**src/rtl/ipc_matrix_scan.sv**
```systemverilog
// Key-matrix scanner: synchronise, debounce, then report make/break events via a FWFT FIFO.
// Optional joystick merging is enabled by defining JOY_MERGE_EN.
module ipc_matrix_scan #(
    parameter int ROWS       = 8,
    parameter int COLS       = 8,
    parameter int NJOY       = 2,
    parameter int JOY_BASE   = 8,
    parameter int DEB_CYCLES = 16,
    parameter int FIFO_DEPTH = 8,
    localparam int N         = ROWS * COLS,
    localparam int IW        = $clog2(N)
) (
    input  logic              clk11,
    input  logic              reset_n,
    input  logic [N-1:0]      raw_matrix,
    input  logic [5*NJOY-1:0] js,
    input  logic [ROWS-1:0]   row_sel,
    output logic [COLS-1:0]   col_data,
    output logic              key_any,
    output logic [IW:0]       evt_data,
    output logic              evt_valid,
    input  logic              evt_rd,
    output logic              evt_full
);

    // FIFO_DEPTH must be a power of two and at least 2.
    localparam int AW = $clog2(FIFO_DEPTH);
    localparam int CW = (DEB_CYCLES > 1) ? $clog2(DEB_CYCLES) : 1;

    // ------------------------------------------------------------------
    // Input synchronisers and merged key vector
    // ------------------------------------------------------------------
    logic [N-1:0] raw_s1_q;
    logic [N-1:0] raw_s2_q;
    logic [N-1:0] merged;

    always_ff @(posedge clk11 or negedge reset_n) begin
        if (!reset_n) begin
            raw_s1_q <= '0;
            raw_s2_q <= '0;
        end else begin
            raw_s1_q <= raw_matrix;
            raw_s2_q <= raw_s1_q;
        end
    end

`ifdef JOY_MERGE_EN
    logic [5*NJOY-1:0] js_s1_q;
    logic [5*NJOY-1:0] js_s2_q;

    always_ff @(posedge clk11 or negedge reset_n) begin
        if (!reset_n) begin
            js_s1_q <= '0;
            js_s2_q <= '0;
        end else begin
            js_s1_q <= js;
            js_s2_q <= js_s1_q;
        end
    end

    always_comb begin
        merged = raw_s2_q;
        for (int n = 0; n < NJOY; n++) begin
            for (int b = 0; b < 5; b++) begin
                merged[JOY_BASE + 5*n + b] = raw_s2_q[JOY_BASE + 5*n + b] | js_s2_q[5*n + b];
            end
        end
    end
`else
    // Joystick inputs are deliberately ignored in this build.
    logic unused_js;
    assign unused_js = ^js;

    always_comb begin
        merged = raw_s2_q;
    end
`endif

    // ------------------------------------------------------------------
    // Debounce tick generator
    // ------------------------------------------------------------------
    logic [CW-1:0] tick_cnt_q;
    logic [CW-1:0] tick_cnt_d;
    logic          tick;

    always_comb begin
        tick       = (tick_cnt_q == CW'(DEB_CYCLES - 1));
        tick_cnt_d = tick ? '0 : tick_cnt_q + 1'b1;
    end

    always_ff @(posedge clk11 or negedge reset_n) begin
        if (!reset_n) begin
            tick_cnt_q <= '0;
        end else begin
            tick_cnt_q <= tick_cnt_d;
        end
    end

    // ------------------------------------------------------------------
    // Debounce: a bit is accepted only when two successive ticks agree
    // ------------------------------------------------------------------
    logic [N-1:0] prev_q;
    logic [N-1:0] prev_d;
    logic [N-1:0] deb_q;
    logic [N-1:0] deb_d;
    logic [N-1:0] agree;

    always_comb begin
        agree  = ~(merged ^ prev_q);
        prev_d = prev_q;
        deb_d  = deb_q;
        if (tick) begin
            prev_d = merged;
            deb_d  = (deb_q & ~agree) | (merged & agree);
        end
    end

    always_ff @(posedge clk11 or negedge reset_n) begin
        if (!reset_n) begin
            prev_q <= '0;
            deb_q  <= '0;
        end else begin
            prev_q <= prev_d;
            deb_q  <= deb_d;
        end
    end

    // ------------------------------------------------------------------
    // Event FIFO pointers (extra MSB distinguishes full from empty)
    // ------------------------------------------------------------------
    logic [AW:0]   wr_ptr_q;
    logic [AW:0]   wr_ptr_d;
    logic [AW:0]   rd_ptr_q;
    logic [AW:0]   rd_ptr_d;
    logic          fifo_empty;
    logic          fifo_full;
    logic          push;
    logic          pop;
    logic [IW:0]   push_data;
    logic [IW:0]   fifo_mem [FIFO_DEPTH];

    always_comb begin
        fifo_empty = (wr_ptr_q == rd_ptr_q);
        fifo_full  = (wr_ptr_q[AW] != rd_ptr_q[AW]) &&
                     (wr_ptr_q[AW-1:0] == rd_ptr_q[AW-1:0]);
    end

    // ------------------------------------------------------------------
    // Scanner: compare debounced vs reported state one key per clock
    // ------------------------------------------------------------------
    logic [N-1:0]  rep_q;
    logic [N-1:0]  rep_d;
    logic [IW-1:0] ptr_q;
    logic [IW-1:0] ptr_d;
    logic [IW-1:0] ptr_inc;
    logic          differs;

    always_comb begin
        ptr_inc   = (ptr_q == IW'(N - 1)) ? '0 : ptr_q + 1'b1;
        differs   = (deb_q[ptr_q] != rep_q[ptr_q]);
        // Full is sampled from registered pointers, so a same-cycle pop cannot free a slot.
        push      = differs && !fifo_full;
        push_data = {deb_q[ptr_q], ptr_q};
        rep_d     = rep_q;
        ptr_d     = ptr_q;
        if (push) begin
            rep_d[ptr_q] = deb_q[ptr_q];
            ptr_d        = ptr_inc;
        end else if (!differs) begin
            ptr_d = ptr_inc;
        end
    end

    always_ff @(posedge clk11 or negedge reset_n) begin
        if (!reset_n) begin
            rep_q <= '0;
            ptr_q <= '0;
        end else begin
            rep_q <= rep_d;
            ptr_q <= ptr_d;
        end
    end

    // ------------------------------------------------------------------
    // FIFO storage and pointer update
    // ------------------------------------------------------------------
    always_comb begin
        pop      = evt_rd && !fifo_empty;
        wr_ptr_d = push ? wr_ptr_q + 1'b1 : wr_ptr_q;
        rd_ptr_d = pop  ? rd_ptr_q + 1'b1 : rd_ptr_q;
    end

    always_ff @(posedge clk11 or negedge reset_n) begin
        if (!reset_n) begin
            wr_ptr_q <= '0;
            rd_ptr_q <= '0;
        end else begin
            wr_ptr_q <= wr_ptr_d;
            rd_ptr_q <= rd_ptr_d;
        end
    end

    // Storage carries no reset; the empty flag masks stale contents.
    always_ff @(posedge clk11) begin
        if (push) begin
            fifo_mem[wr_ptr_q[AW-1:0]] <= push_data;
        end
    end

    assign evt_valid = !fifo_empty;
    assign evt_full  = fifo_full;
    assign evt_data  = fifo_empty ? '0 : fifo_mem[rd_ptr_q[AW-1:0]];

    // ------------------------------------------------------------------
    // Host-facing column read-back and any-key flag
    // ------------------------------------------------------------------
    logic [COLS-1:0] col_data_q;
    logic [COLS-1:0] col_data_d;
    logic            key_any_q;
    logic            key_any_d;

    always_comb begin
        col_data_d = '0;
        for (int r = 0; r < ROWS; r++) begin
            if (row_sel[r]) begin
                col_data_d = col_data_d | deb_q[r*COLS +: COLS];
            end
        end
        key_any_d = |deb_q;
    end

    always_ff @(posedge clk11 or negedge reset_n) begin
        if (!reset_n) begin
            col_data_q <= '0;
            key_any_q  <= 1'b0;
        end else begin
            col_data_q <= col_data_d;
            key_any_q  <= key_any_d;
        end
    end

    assign col_data = col_data_q;
    assign key_any  = key_any_q;

endmodule

```
**config.mk**
```make
export PLATFORM = sky130hd
export DESIGN_NAME = ipc_matrix_scan
export DESIGN_NICKNAME = d
export VERILOG_FILES = /design/src/rtl/ipc_matrix_scan.sv
export SDC_FILE = /design/constraint.sdc
export NUM_CORES = 1
export LEC_CHECK = 0
export ABC_AREA = 1
export ABC_CLOCK_PERIOD_IN_PS = 5100
export BUFFER_PORTS_ARGS = -buffer_cell sky130_fd_sc_hd__buf_2
export CORE_AREA = 2 2 181 165
export CTS_BUF_LIST = sky130_fd_sc_hd__clkbuf_4 sky130_fd_sc_hd__clkbuf_8
export CTS_CLUSTER_SIZE = 25
export DETAILED_ROUTE_END_ITERATION = 8
export DIE_AREA = 0 0 183 167
export GPL_TIMING_DRIVEN = 0
export PLACE_DENSITY = 0.88
export SETUP_SLACK_MARGIN = 0.2
export SYNTH_ARGS = -nofsm -noshare
export SYNTH_HDL_FRONTEND = slang
export SYNTH_SLANG_ARGS = --single-unit
export TNS_END_PERCENT = 50
```
**constraint.sdc**
```tcl
create_clock -name clk11 -period 5.1 [get_ports clk11]
set_input_delay 1.02 -clock clk11 [delete_from_list [all_inputs] [get_ports clk11]]
set_output_delay 1.02 -clock clk11 [all_outputs]
set_load 0.02 [all_outputs]
```
Word-level counts from Yosys, hierarchy flattened

Memories as Yosys holds them, arrays and structs flattened.
Cells that the tools add are included.

Add/sub/neg operators: 4
Magnitude comparators: 2
Equal/unequal tests: 7
Mux-type cells: 22
Bitwise operators: 13
Reduce and logical (&&, ||, !) cells: 7

Operators with widths:

| kind                                                                                | number |
|---|---|
| 64-bit AND                                                                          | 2 |
| 64-bit inverter                                                                     | 2 |
| 64-bit bitwise mux                                                                  | 1 |
| 8-bit two-way mux                                                                   | 8 |
| 64-bit bitwise OR                                                                   | 1 |
| 64-bit OR reduction                                                                 | 1 |
| 64-bit bitwise XOR                                                                  | 1 |
| 8-bit bitwise OR                                                                    | 7 |
| 6-bit two-way mux                                                                   | 3 |
| 4-bit by 1-bit adder with 4-bit output, second input constant                       | 3 |
| 1-bit binary-select mux with 6-bit select                                           | 2 |
| 6-bit by 7-bit < comparator with 1-bit output, second input constant                | 1 |
| 7-bit two-way mux                                                                   | 1 |
| 6-bit by 1-bit adder with 6-bit output, second input constant                       | 1 |
| 1-bit demux with 6-bit select                                                       | 1 |
| 6-bit == test, second input constant                                                | 1 |
| 6-bit by 1-bit greater-or-equal comparator with 1-bit output, second input constant | 1 |
| 1-bit two-way mux                                                                   | 5 |
| 4-bit == test                                                                       | 1 |
| 4-bit == test, second input constant                                                | 1 |
| 1-bit logical AND                                                                   | 4 |
| 4-bit two-way mux                                                                   | 1 |
| 3-bit == test                                                                       | 1 |
| 1-bit zero test                                                                     | 2 |
| 2 further kinds                                                                     | 3 |

Register bits: 347
RAM bits: 56
Input bits: 85
Output and inout port bits: 18
Logic and storage cells: 67
Memories: 1

Memory list:

| name     | words | bits a word | rd ports | clocked after Yosys merged registers in | wr ports | line | RTL |
|---|---|---|---|---|---|---|---|
| fifo_mem | 8     | 7           | 1        | 0                                       | 1        | 140  | `logic [IW:0] fifo_mem [FIFO_DEPTH];` |

Logic depth before layout (Yosys ltp)

Depth in word-level cells: 15
Mapped depth: 20
Gate-level depth less buffers: 16

Least setup slack after synthesis

Ideal clock, no wire load.

Path kind: register to register
Start point: register ptr_q[0]
End point: memory fifo_mem[1][0] (netlist bit), enable pin
Arrival: 2,337 ps
Data required time: 4,720 ps
Setup slack: 2,383 ps
Cell stages (with the launch flop): 14
Clock period less this slack: 2,717 ps
Cells stage by stage: dfrtp_1 buf_4 buf_6 buf_6 o211ai_1 nand2_1 o21ai_1 nand2_1 nor2_1 nand2_2 nand2_2 nand3_1 buf_2 nor3_1

Longest elaborated chain between the ends: 6
Elaborated cells between the ends (all ways): 8
Those cells by class: eq/ne (1); mux (6); reduce/logical (1)

Ends and longest elaborated chain:

| element                                     | line | RTL |
|---|---|---|
| start, declared                             | 153  | `logic [IW-1:0] ptr_q;` |
| start signal, assigned                      | 180  | `ptr_q <= ptr_d;` |
| 1-bit binary-select mux with 6-bit select   | 160  | `differs = (deb_q[ptr_q] != rep_q[ptr_q]);` |
| 1-bit two-way mux (implied by the code)     | 160  |  |
| 1-bit != test (*)                           | 160  |  |
| 1-bit logical AND (*)                       | 162  | `push = differs && !fifo_full;` |
| 1-bit two-way mux (*)                       | 205  | `if (push) begin` |
| 1-bit two-way mux (implied by the code) (*) | 206  | `fifo_mem[wr_ptr_q[AW-1:0]] <= push_data;` |
| end, declared                               | 140  |  |

Mark *: on every way between the ends. The rest lies on a longest branch, timed or not. The select of a mux whose other input is x is not followed.

Final worst setup path

Start point: register ptr_q[1]
End point: memory fifo_mem[0][5] (netlist bit), enable pin

Same word-level chain as after synthesis.

==> impl_metrics.env <==
export IMPL_min_path_type="reg -> reg"
export IMPL_timing_critical_path_arrival_ns=4.31
export IMPL_gp_congestion=0.9941
export IMPL_synth_mux_area_fraction=0
export IMPL_dpl_hpwl_mm=31.47
export IMPL_reg2reg_slack_ns=1.05
export IMPL_finalSetupViolations=0
export IMPL_drtPass1Iterations=6
export IMPL_cp_end_kind="flop"
export IMPL_critPathMaxStageDelay_ns=0.76
export IMPL_clock_fmax_ghz=0.2470
export IMPL_io_buffers=88
export IMPL_clockBufferDepth=3
export IMPL_ctsResizeCount=0
export IMPL_crit_required_ns=5.37
export IMPL_relSlewSlack=0.2019
export IMPL_synth_area_um2=17010
export IMPL_synth_ff_type="dfrtp_1"
export IMPL_tightest_slew_ns=1.188
export IMPL_postSynthAreaPerCell_um2=9.182
export IMPL_syn_inst=1853
export IMPL_worstPathCellList="buf_4 -> clkbuf_1 -> nand2_1 -> nand2_1 -> nand2_1 -> nand2_1 -> nand2_1 -> nand2_1 -> inv_1 -> nand2_1 -> nor2_1 -> nand2_1 -> buf_4 -> nand4_1 -> nor2_1"
export IMPL_ys_async_sr_fraction=0.8610
export IMPL_yosysSeqAreaShare=0.6092
export IMPL_worstReg2RegEnd="fifo_mem[0][5]"
export IMPL_status="complete, no violations"
export IMPL_wl_mm=47.21
export IMPL_die_h_um=167
export IMPL_hold_depth=0
export IMPL_slowest_stage="nor2_1"
export IMPL_hold_viol=0
export IMPL_clk_pin_slew_ns=0.07
export IMPL_synth_common_cells="nand2_1 (481), dfrtp_1 (347), nor2_1 (196)"
export IMPL_period_needed_ns=4.048
export IMPL_die_x_um=183
export IMPL_synth_most_common_cell="nand2_1"
export IMPL_power_frac_seq=0.380
export IMPL_synth_compound_area_share=0.1003
export IMPL_min_to="merged[45]"
export IMPL_clock_sinks=403
export IMPL_grt_max_degree=132
export IMPL_synth_top_cell_by_area="dfrtp_1"
export IMPL_antenna_left=0
export IMPL_first_iter_violations=1908
export IMPL_yosys_warnings=0
export IMPL_synth_xor_area_frac=0.004633
export IMPL_nets=2094
export IMPL_cts_tree="yes"
export IMPL_cts_root_buf="clkbuf_8"
export IMPL_rsz0062_at_grt="no"
export IMPL_ios=103
export IMPL_cap_violations=0
export IMPL_cts_setup_buffers=0
export IMPL_fin_cells=2421
export IMPL_swShare=0.4029
export IMPL_yosysUniqueCellTypes=28
export IMPL_fin_skew_ns=0.02594
export IMPL_synth_top_area_share=0.5104
export IMPL_hold_start="raw_s1_q[45]"
export IMPL_fp_dieArea_um2=30560
export IMPL_rows=59
export IMPL_drive_above_1_share=0.1193
export IMPL_yosys_top_cells_area="dfrtp_1 (51%), nand2_1 (11%), edfxtp_1 (9.9%), nand4_1 (5.4%), nor2_1 (4.3%)"
export IMPL_clkLatencyLatePin_ns=0.64
export IMPL_htree_levels=2
export IMPL_cellPowerDensity_nw_per_um2=552.3
export IMPL_placed_cells=2309
export IMPL_power_switching_mw=4.304
export IMPL_synth_nets=1942
export IMPL_drcViolationCount=0
export IMPL_criticalPathCategory="reg -> reg"
export IMPL_reg2reg_depth=15
export IMPL_start_util=0.5940
export IMPL_worst_path_stages=15
export IMPL_areaGrowthSynthToFinish_pct=13.68
export IMPL_crit_fanout=10
export IMPL_grt_pass1_wl_mm=74.11
export IMPL_cp_top_family="simple AND/OR/NAND/NOR gates"
export IMPL_antenna_found_initial=2
export IMPL_final_util=0.6753
export IMPL_p_leak_nw=9.228
export IMPL_ir_drop_v=0.0003380
export IMPL_p_int_mw=6.379
export IMPL_drv_slew=0
export IMPL_clkPwrFrac=0.272
export IMPL_synth_simple_area_share=0.2142
export IMPL_critPathLaunchType="flop"
export IMPL_synth_top_family_by_area="simple AND/OR/NAND/NOR gates"
export IMPL_reg2reg_from="ptr_q[1]"
export IMPL_via_per_inst=6.023
export IMPL_ys_ff_latch=403
export IMPL_grt_pass1_vias=14220
export IMPL_globalRoute_totalOverflow=0
export IMPL_synth_fa_ha_area_frac=0.002942
export IMPL_worst_path_most_repeated_cell="nand2_1"
export IMPL_comb_power_share=0.348
export IMPL_numCtsBuffers=60
export IMPL_track_usage=0.3095
export IMPL_synth_edf_count=56
export IMPL_wire_per_inst_um=19.50
export IMPL_core_area_um2=28640
export IMPL_cts_hold_buf=0
export IMPL_path_buf_inv=4
export IMPL_vias=14580
export IMPL_post_route_period_util=0.7938
[metrics by stage]
stage / cell area, um2 / hold WS (ns) / setup WS [ns] / setup TNS, ns / total power [mW]
after floorplan: 17010 / 0.3312 / 2.383 / 0 / 6.435
after global placement: 17910 / 0.3325 / -3.158 / -1086.76 / 7.519
after detailed placement: 17980 / 0.3347 / 1.292 / 0 / 7.637
after CTS: 19340 / 0.3472 / 1.259 / 0 / 10.54
after global routing: 19340 / 0.3542 / 0.8508 / 0 / 11.14
final: 19340 / 0.3428 / 1.052 / 0 / 10.68
[worst reg2reg max path: cells and delay by family (launching register included)]
kind / cells / cell delay, ns
simple gates: 11 / 1.90
buf+inv: 4 / 1.25
flops: 1 / 0.52
[area by class of cell]
| cell class | count | area (um2) |
|---|---|---|
| sequential | 403 | 10360 |
| fill | 2104 | 9301 |
| multi-input combinational | 1179 | 5480 |
| clock buffer | 84 | 1106 |
| inverter | 168 | 630.6 |
| buffer | 103 | 538.0 |
| timing repair buffer | 90 | 505.5 |
| tap | 366 | 457.9 |
| clock inverter | 26 | 252.7 |
| antenna | 2 | 5.005 |
[worst max-delay path by stage]
stage	endpoint	slack (ns)	start
floorplan	fifo_mem[1][0]	2.38	ptr_q[0]
global placement	merged[42]	-3.16	reset_n
detailed placement	fifo_mem[1][5]	1.29	ptr_q[1]
CTS	fifo_mem[1][6]	1.26	ptr_q[1]
global route	fifo_mem[1][6]	0.85	ptr_q[1]
finish	fifo_mem[0][5]	1.05	ptr_q[1]
[power groups by stage]
stage,clock [mW],sequential (mW),combinational [mW]
floorplan,0,4.01,2.43
global placement,0,4.08,3.44
detailed placement,0,4.10,3.53
CTS,2.93,4.05,3.56
global route,3.07,4.10,3.97
finish,2.90,4.06,3.72
[logic make-up after synthesis]
kind of cell | after synthesis
AOI/OAI and AO/OA | 308
and+or+nand+nor | 858
adders and majority gates | 4
xor gates and xnor gates | 9
buffers and inverters | 271
DFF | 403
[layer usage]
layer  routed length, um  share of wire  track usage  vias to the layer above
met2               22030           0.47       0.4921                      974
met5                   0              0            0                        -
met3                5477           0.12      0.07085                      216
met4                2307          0.049       0.1496                        0
li1                    -              -            -                     6518
met1               17400           0.37       0.4055                     6874
[cell usage in the layout, fill, tap and decap left out, types with 14 or more instances in the layout]
cell type and instances:
a21oi_1 74, clkinv_2 14, nand2_1 481, clkbuf_1 59
nor2_1 196, dfrtp_1 347, nand4_1 147, inv_1 162
nand3_1 18, o22ai_1 79, edfxtp_1 56, o21ai_0 118
clkbuf_8 76, buf_2 109
No activity file was read; power rests on OpenSTA's default activity.
